File: src/rtl/ysyx_22041405_wb_arbiter.sv
// ----------------------------------------------------------------------------
// ysyx_22041405_wb_arbiter
//
// Shares the single register-file write port between the EXU (ALU results)
// and the LSU (load data). The two sources are arbitrated round-robin. The
// winner goes through a one-stage registered write pipe that drives the
// regsfile write port. The regsfile port has no write enable, so an idle
// cycle is encoded as waddr = 0, because x0 writes are discarded anyway.
//
// A per-register busy scoreboard is also kept. A bit is set when an
// instruction issues with that destination and cleared when its write
// commits. The IDU uses issue_ready to stall on RAW/WAW hazards.
//
// Ports
//   clk          clock, all state updates on posedge
//   rst          synchronous reset, active-low
//   issue_valid  IDU presents an instruction for issue
//   issue_rd     destination register of the issuing instruction
//   issue_rs1    source register 1 of the issuing instruction
//   issue_rs2    source register 2 of the issuing instruction
//   issue_ready  1 = no hazard; the issue fires on valid & ready
//   exu_valid    EXU writeback request
//   exu_ready    EXU request accepted this cycle
//   exu_rd       EXU destination register
//   exu_wdata    EXU result
//   lsu_valid    LSU writeback request
//   lsu_ready    LSU request accepted this cycle
//   lsu_rd       LSU destination register
//   lsu_wdata    LSU load data
//   rf_waddr     regsfile write address (registered, 0 = idle)
//   rf_wdata     regsfile write data (registered)
// ----------------------------------------------------------------------------
module ysyx_22041405_wb_arbiter #(
    parameter int ADDR_WIDTH = 5,
    parameter int DATA_WIDTH = 32
) (
    input  logic                  clk,
    input  logic                  rst,
    input  logic                  issue_valid,
    input  logic [ADDR_WIDTH-1:0] issue_rd,
    input  logic [ADDR_WIDTH-1:0] issue_rs1,
    input  logic [ADDR_WIDTH-1:0] issue_rs2,
    output logic                  issue_ready,
    input  logic                  exu_valid,
    output logic                  exu_ready,
    input  logic [ADDR_WIDTH-1:0] exu_rd,
    input  logic [DATA_WIDTH-1:0] exu_wdata,
    input  logic                  lsu_valid,
    output logic                  lsu_ready,
    input  logic [ADDR_WIDTH-1:0] lsu_rd,
    input  logic [DATA_WIDTH-1:0] lsu_wdata,
    output logic [ADDR_WIDTH-1:0] rf_waddr,
    output logic [DATA_WIDTH-1:0] rf_wdata
);

    localparam int NREG = 1 << ADDR_WIDTH;

    logic                  grant_exu_s;
    logic                  grant_lsu_s;
    logic                  prio_exu_r;   // 1 = EXU wins when both request
    logic [NREG-1:0]       busy_r;
    logic [NREG-1:0]       busy_nxt_s;
    logic [ADDR_WIDTH-1:0] waddr_r;
    logic [DATA_WIDTH-1:0] wdata_r;
    logic                  issue_ready_s;
    logic                  issue_fire_s;

    // Round-robin grant; nothing is granted while reset is asserted.
    always_comb begin
        grant_exu_s = 1'b0;
        grant_lsu_s = 1'b0;
        if (!rst) begin
            grant_exu_s = 1'b0;
            grant_lsu_s = 1'b0;
        end else if (exu_valid && (!lsu_valid || prio_exu_r)) begin
            grant_exu_s = 1'b1;
        end else if (lsu_valid) begin
            grant_lsu_s = 1'b1;
        end else begin
            grant_exu_s = 1'b0;
            grant_lsu_s = 1'b0;
        end
    end

    // Hazard check against the current busy bits. A commit that is in flight
    // in this cycle does not bypass the check. busy_r[0] is always 0, so x0
    // operands never stall.
    always_comb begin
        issue_ready_s = rst & ~busy_r[issue_rs1] & ~busy_r[issue_rs2] & ~busy_r[issue_rd];
        issue_fire_s  = issue_valid & issue_ready_s;
    end

    // Scoreboard next state. The commit clear is applied first so that a
    // same-edge issue to the same rd (a new producer) wins.
    always_comb begin
        busy_nxt_s = busy_r;
        if (waddr_r != {ADDR_WIDTH{1'b0}}) begin
            busy_nxt_s[waddr_r] = 1'b0;
        end else begin
            busy_nxt_s = busy_r;
        end
        if (issue_fire_s && (issue_rd != {ADDR_WIDTH{1'b0}})) begin
            busy_nxt_s[issue_rd] = 1'b1;
        end else begin
            busy_nxt_s[0] = 1'b0;
        end
        busy_nxt_s[0] = 1'b0;
    end

    // Write pipe and round-robin pointer. A pipe entry pending at reset is
    // dropped.
    always_ff @(posedge clk) begin
        if (!rst) begin
            waddr_r    <= {ADDR_WIDTH{1'b0}};
            wdata_r    <= {DATA_WIDTH{1'b0}};
            prio_exu_r <= 1'b1;
        end else if (grant_exu_s) begin
            waddr_r    <= exu_rd;
            wdata_r    <= exu_wdata;
            prio_exu_r <= 1'b0;
        end else if (grant_lsu_s) begin
            waddr_r    <= lsu_rd;
            wdata_r    <= lsu_wdata;
            prio_exu_r <= 1'b1;
        end else begin
            waddr_r    <= {ADDR_WIDTH{1'b0}};
            wdata_r    <= {DATA_WIDTH{1'b0}};
            prio_exu_r <= prio_exu_r;
        end
    end

    // Busy scoreboard register.
    always_ff @(posedge clk) begin
        if (!rst) begin
            busy_r <= {NREG{1'b0}};
        end else begin
            busy_r <= busy_nxt_s;
        end
    end

    assign exu_ready   = grant_exu_s;
    assign lsu_ready   = grant_lsu_s;
    assign issue_ready = issue_ready_s;
    assign rf_waddr    = waddr_r;
    assign rf_wdata    = wdata_r;

endmodule

File: config.mk
export PLATFORM = sky130hd
export DESIGN_NAME = ysyx_22041405_wb_arbiter
export DESIGN_NICKNAME = d
export VERILOG_FILES = /design/src/rtl/ysyx_22041405_wb_arbiter.sv
export SDC_FILE = /design/constraint.sdc
export NUM_CORES = 1
export LEC_CHECK = 0
export CAP_MARGIN = 20
export CORE_MARGIN = 1.5
export CORE_UTILIZATION = 40
export DETAILED_ROUTE_END_ITERATION = 10
export HOLD_SLACK_MARGIN = 0.08
export MAX_ROUTING_LAYER = met4
export PLACE_DENSITY = 0.76
export SYNTH_ARGS = -nofsm -noshare
export SYNTH_HDL_FRONTEND = slang
export SYNTH_SLANG_ARGS = --single-unit
File: constraint.sdc
create_clock -name clk -period 2 [get_ports clk]
set_input_delay 0.3 -clock clk [delete_from_list [all_inputs] [get_ports clk]]
set_output_delay 0.3 -clock clk [all_outputs]
set_load 0.01 [all_outputs]
Word level (Yosys, flattened, before mapping)
Index checks and enable logic that the tools add are counted.
{"block": "op_classes", "n_lt_le_gt_ge": 6, "reduce_logical": 9, "muxes": 23, "n_bitwise": 10}
{"operator": "2-to-1 mux 32 bit", "count": 3}
{"operator": "AND 32 bit", "count": 1}
{"operator": "NOT 32 bit", "count": 1}
{"operator": "OR 32 bit", "count": 1}
{"operator": "2-to-1 mux 31 bit", "count": 1}
{"operator": "less-than comparator 5 x 6 -> 1 bit (second input constant)", "count": 4}
{"operator": "binary-select mux 1 bit (select 5 bit)", "count": 3}
{"operator": "2-to-1 mux 1 bit", "count": 12}
{"operator": "demux 1 bit (select 5 bit)", "count": 2}
{"operator": "greater-or-equal comparator 5 x 1 -> 1 bit (second input constant)", "count": 2}
{"operator": "2-to-1 mux 5 bit", "count": 2}
{"operator": "nonzero test 5 bit", "count": 2}
{"operator": "AND 1 bit", "count": 4}
{"operator": "logical AND 1 bit", "count": 4}
{"operator": "NOT 1 bit", "count": 3}
{"operator": "nonzero test 2 bit", "count": 1}
{"operator": "logical NOT 1 bit", "count": 1}
{"operator": "logical OR 1 bit", "count": 1}
{"block": "word_totals", "out_inout_bits": 40, "input_bits": 94, "ff_bits": 70}

Longest topological paths before layout
{"block": "logic_depth", "ltp_word": 9, "ltp_mapped": 9, "ltp_nobuf": 6}

Worst setup path after synthesis
OpenSTA, ideal clock, no wires.
{"block": "synth_path", "path_kind": "input to output", "from": "input port issue_rd[1]", "to": "output port issue_ready", "t_required_ns": 1.700, "t_arrival_ns": 2.053, "path_slack_ns": -0.353, "path_stages": 9, "path_cell_list": "buf_2 buf_1 mux4_2 nand3_1 o311ai_1 a21oi_2 nand4_2 clkbuf_1 nor3_1"}
{"block": "synth_via", "elab_chain_len": 4}
{"element": "start: declaration", "line_no": "40", "source": "input logic [ADDR_WIDTH-1:0] issue_rd,"}
{"element": "binary-select mux 1 bit (select 5 bit)", "line_no": "89", "source": "issue_ready_s = rst & ~busy_r[issue_rs1] & ~busy_r[issue_rs2] & ~busy_r[issue_rd];"}
{"element": "2-to-1 mux 1 bit (not written as such)", "line_no": "89"}
{"element": "NOT 1 bit", "line_no": "89"}
{"element": "AND 1 bit", "line_no": "89"}
{"element": "end: declaration", "line_no": "43", "source": "output logic issue_ready,"}
Every way passes these cells. The select of a mux whose other input is x is not followed.

Worst setup path after layout
{"block": "layout_path", "from": "register busy_r[15]", "to": "output port issue_ready"}
{"block": "layout_via", "elab_chain_len": 6, "word_cells_on_any_way": 12}
{"element": "start: declaration", "line_no": "61", "source": "logic [NREG-1:0] busy_r;"}
{"element": "start signal: assignment", "line_no": "135", "source": "busy_r <= {NREG{1'b0}};"}
{"element": "start signal: assignment", "line_no": "137", "source": "busy_r <= busy_nxt_s;"}
{"element": "binary-select mux 1 bit (select 5 bit)", "line_no": "89"}
{"element": "2-to-1 mux 1 bit (not written as such)", "line_no": "89"}
{"element": "NOT 1 bit", "line_no": "89"}
{"element": "AND 1 bit (2 in series)", "line_no": "89"}
{"element": "AND 1 bit (*)", "line_no": "89"}
Mark *: on every way between the ends. The rest lies on a longest branch, timed or not. The select of a mux whose other input is x is not followed.

==> impl_metrics.toml <==
[clocking]
clockBufferDepth = 2
cts-root-buf = "clkbuf_8"
clock_sinks = 69
cts_buffers = 9
cts_hold_buffers = 0
cts_tree = "built"
htreeDepth = 3
clk_latency_ns = 0.36
clk_pin_slew_ns = 0.08

[global_routing]
grt_pass1_vias = 4074
grt_max_degree = 38
gr-total-overflow = 0
antenna_found_initial = 0
grt_pass1_wl_mm = 20.75
grt_usage = 0.2845

[synthesis]
synth_simple_gate_area_frac = 0.1528
yosysMostFrequentCell = "dfxtp_1"
postSynthCellCount = 374
synth_edf_count = 0
ys_types = 46
ys_ff_latch = 69
synth_commonest_cells = "dfxtp_1, a22o_1, o211ai_1"
ys_async_sr_fraction = 0
synth_top_family_by_area = "compound AO/OA/AOI/OAI gates"
yosysSeqAreaShare = 0.3758
synthesis.area_um2 = 3676
synth-xor-area-share = 0
ys.flop_type = "dfxtp_1"
synth.area.mux_share = 0.1416
synth_area_per_cell_um2 = 9.829
yosysTopAreaCellShare = 0.3758
synth_compound_area_frac = 0.2757
synthAdderAreaFrac = 0
synth_fp_nets = 468
synth_area_leaders = "dfxtp_1, a22o_1, o211ai_1, mux4_2, mux2i_1"
synth.largest_area_cell = "dfxtp_1"
yosysWarnings = 0

[sta]
maxSlewHeadroom = 0.6761
worst_pin_slew_ns = 0.4859
fmax_ghz = 0.4114
fin_tns_setup_ns = -6.360
layout_setup_ws_ns = -0.4309
fin_crit_sh = 1.215
finalHoldViolCount = 0
report.final.slew_viol_count = 0
holdWs_ns = 0.5355
rsz0062_at_grt = "yes"
finalSetupViolations = 32
finalClockSkew_ns = 0.01297
fin_crit_ns = 2.431

[floorplanning]
die_h_um = 98.87
die_x_um = 98.87
initial_core_util = 0.4174
ios = 134
die_area_um2 = 9774
core_um2 = 8806
rows = 34

[finish]
fin_util = 0.7120
finalNetCount = 656
layout-drive-gt1-share = 0.2963
syn2layout_area_growth_pct = 70.56
diodes = 0
final_cells = 675

[placed_design]
gp_congestion = 0.9338
dp_hpwl_mm = 10.05
port_buffers = 133
dp_cells = 646

[critical_path]
required_ns = 1.70
crit_arrival_ns = 2.13
reg2reg_depth = 9
path_cells = "buf_6 -> mux4_2 -> mux2i_1 -> nor3b_2 -> a31oi_4 -> inv_4 -> nor3_4 -> buf_2"
cpPeakStageDelay_ns = 0.46
start_kind = "register"
cp_slowest_cell = "mux4_2"
end_kind = "output port"
critPathMaxFanout = 3
worstSetupPathType = "reg2out"

[power_and_ir_drop]
cellLeakagePower_nw = 2.435
p_per_area_nw_per_um2 = 561.4
ir_drop_mv = 0.3936

[drt]
vias = 4276
wirelength_mm = 14.91
dr.pass1.iters = 8
postRouteAntennaNets = 0
drt_iter0_drc = 500
vias_per_cell = 6.335
wl_per_cell_um = 22.08
drcViolationCount = 4

[status]
status = "finished, violations left"
violations = "DRC, setup timing"

[job]
maxCapViolCount = 0

[hold_path]
hold_depth = 2
min_path_type = "in2reg"
-- power by group --
part	internal, mW	total [mW]	switching, mW	leakage (nW)
clock network	0.644	1.20	0.559	0.102
registers	1.43	1.46	0.0301	0.569
logic	0.467	0.859	0.392	1.76
-- cell type report --
| cell class | count | area (um2) |
|---|---|---|
| tap | 108 | 135.1 |
| clock buffer | 11 | 151.4 |
| inverter | 7 | 28.78 |
| timing repair buffer | 212 | 2098 |
| clock inverter | 5 | 58.81 |
| multi-input combinational | 263 | 2404 |
| fill | 608 | 2536 |
| sequential | 69 | 1394 |
-- critical path: cells and delay by family (launching register included) --
family                 cells  cell delay (ns)
muxes                      2             0.64
DFF                        1             0.35
and+or+nand+nor            2             0.25
AOI/OAI and AO/OA          1             0.21
buffers and inverters      3             0.31
-- layer usage --
| metal | track usage | vias to the layer above | part of all wire |
|---|---|---|---|
| li1 | - | 1848 | - |
| met1 | 0.3132 | 1990 | 0.36 |
| met2 | 0.4806 | 335 | 0.49 |
| met3 | 0.06525 | 103 | 0.087 |
| met4 | 0.1473 | 0 | 0.065 |
| met5 | - | - | 0 |
-- sequential cells by signal, indices dropped and copies added, names as in the netlist --
name        flops
busy_r         31
rf_waddr        5
prio_exu_r      1
rf_wdata       32
-- cells in the final DEF, fill, tap and decap left out, types with 3 or more instances in the layout --
master / netlist / layout
buf_4: 0 / 59
nand3_1: 28 / 27
a22o_1: 38 / 38
mux4_2: 10 / 11
buf_6: 4 / 10
or2_2: 3 / 3
inv_1: 6 / 6
o41ai_4: 0 / 3
a21oi_1: 4 / 3
nor2_1: 17 / 17
clkbuf_16: 0 / 3
nor2b_1: 9 / 8
nand4_1: 11 / 11
o31ai_4: 0 / 14
dlygate4sd2_1: 0 / 8
clkdlybuf4s50_1: 0 / 122
mux2_2: 5 / 3
o21ai_0: 13 / 5
o21ai_2: 0 / 7
and3_1: 6 / 6
clkbuf_8: 0 / 11
mux2i_1: 16 / 15
buf_12: 0 / 4
dfxtp_2: 0 / 7
nand2b_1: 4 / 4
o211ai_1: 32 / 32
or3b_2: 3 / 3
nand3b_1: 3 / 3
dfxtp_1: 69 / 61
nand2_1: 16 / 16
-- path summary, 6_finish.rpt --
check                     end  startpoint  slack, ns
setup / recovery  issue_ready  busy_r[15]      -0.43
setup reg to reg    busy_r[3]  busy_r[25]      -0.31
hold / removal    rf_waddr[0]   lsu_rd[0]       0.54
hold reg to reg    prio_exu_r  prio_exu_r       0.54
-- cells by family after synthesis --
family                 count (synthesis)
AO/OA/AOI/OAI                        123
buffers and inverters                 42
flip-flops                            69
multiplexers                          34
AND/OR/NAND/NOR                      106
-- metrics by stage --
step	worst slack (ns)	power [mW]	area, um2
after floorplan	-0.08476	1.773	3722
after global placement	-1.193	2.182	5495
after detailed placement	-1.195	2.192	5495
after CTS	-0.4177	3.405	5882
after global routing	-0.5200	3.627	6270
final	-0.4309	3.520	6270
-- repair_timing --
item / 4_1_cts / 5_1_grt
cloned: 1 / 4
endpoints found under the setup margin: 34 / 32
pin swaps: 7 / 17
gates resized for setup: 53 / 52
buffers inserted: 3 / 6
No activity file was read; power rests on OpenSTA's default activity.
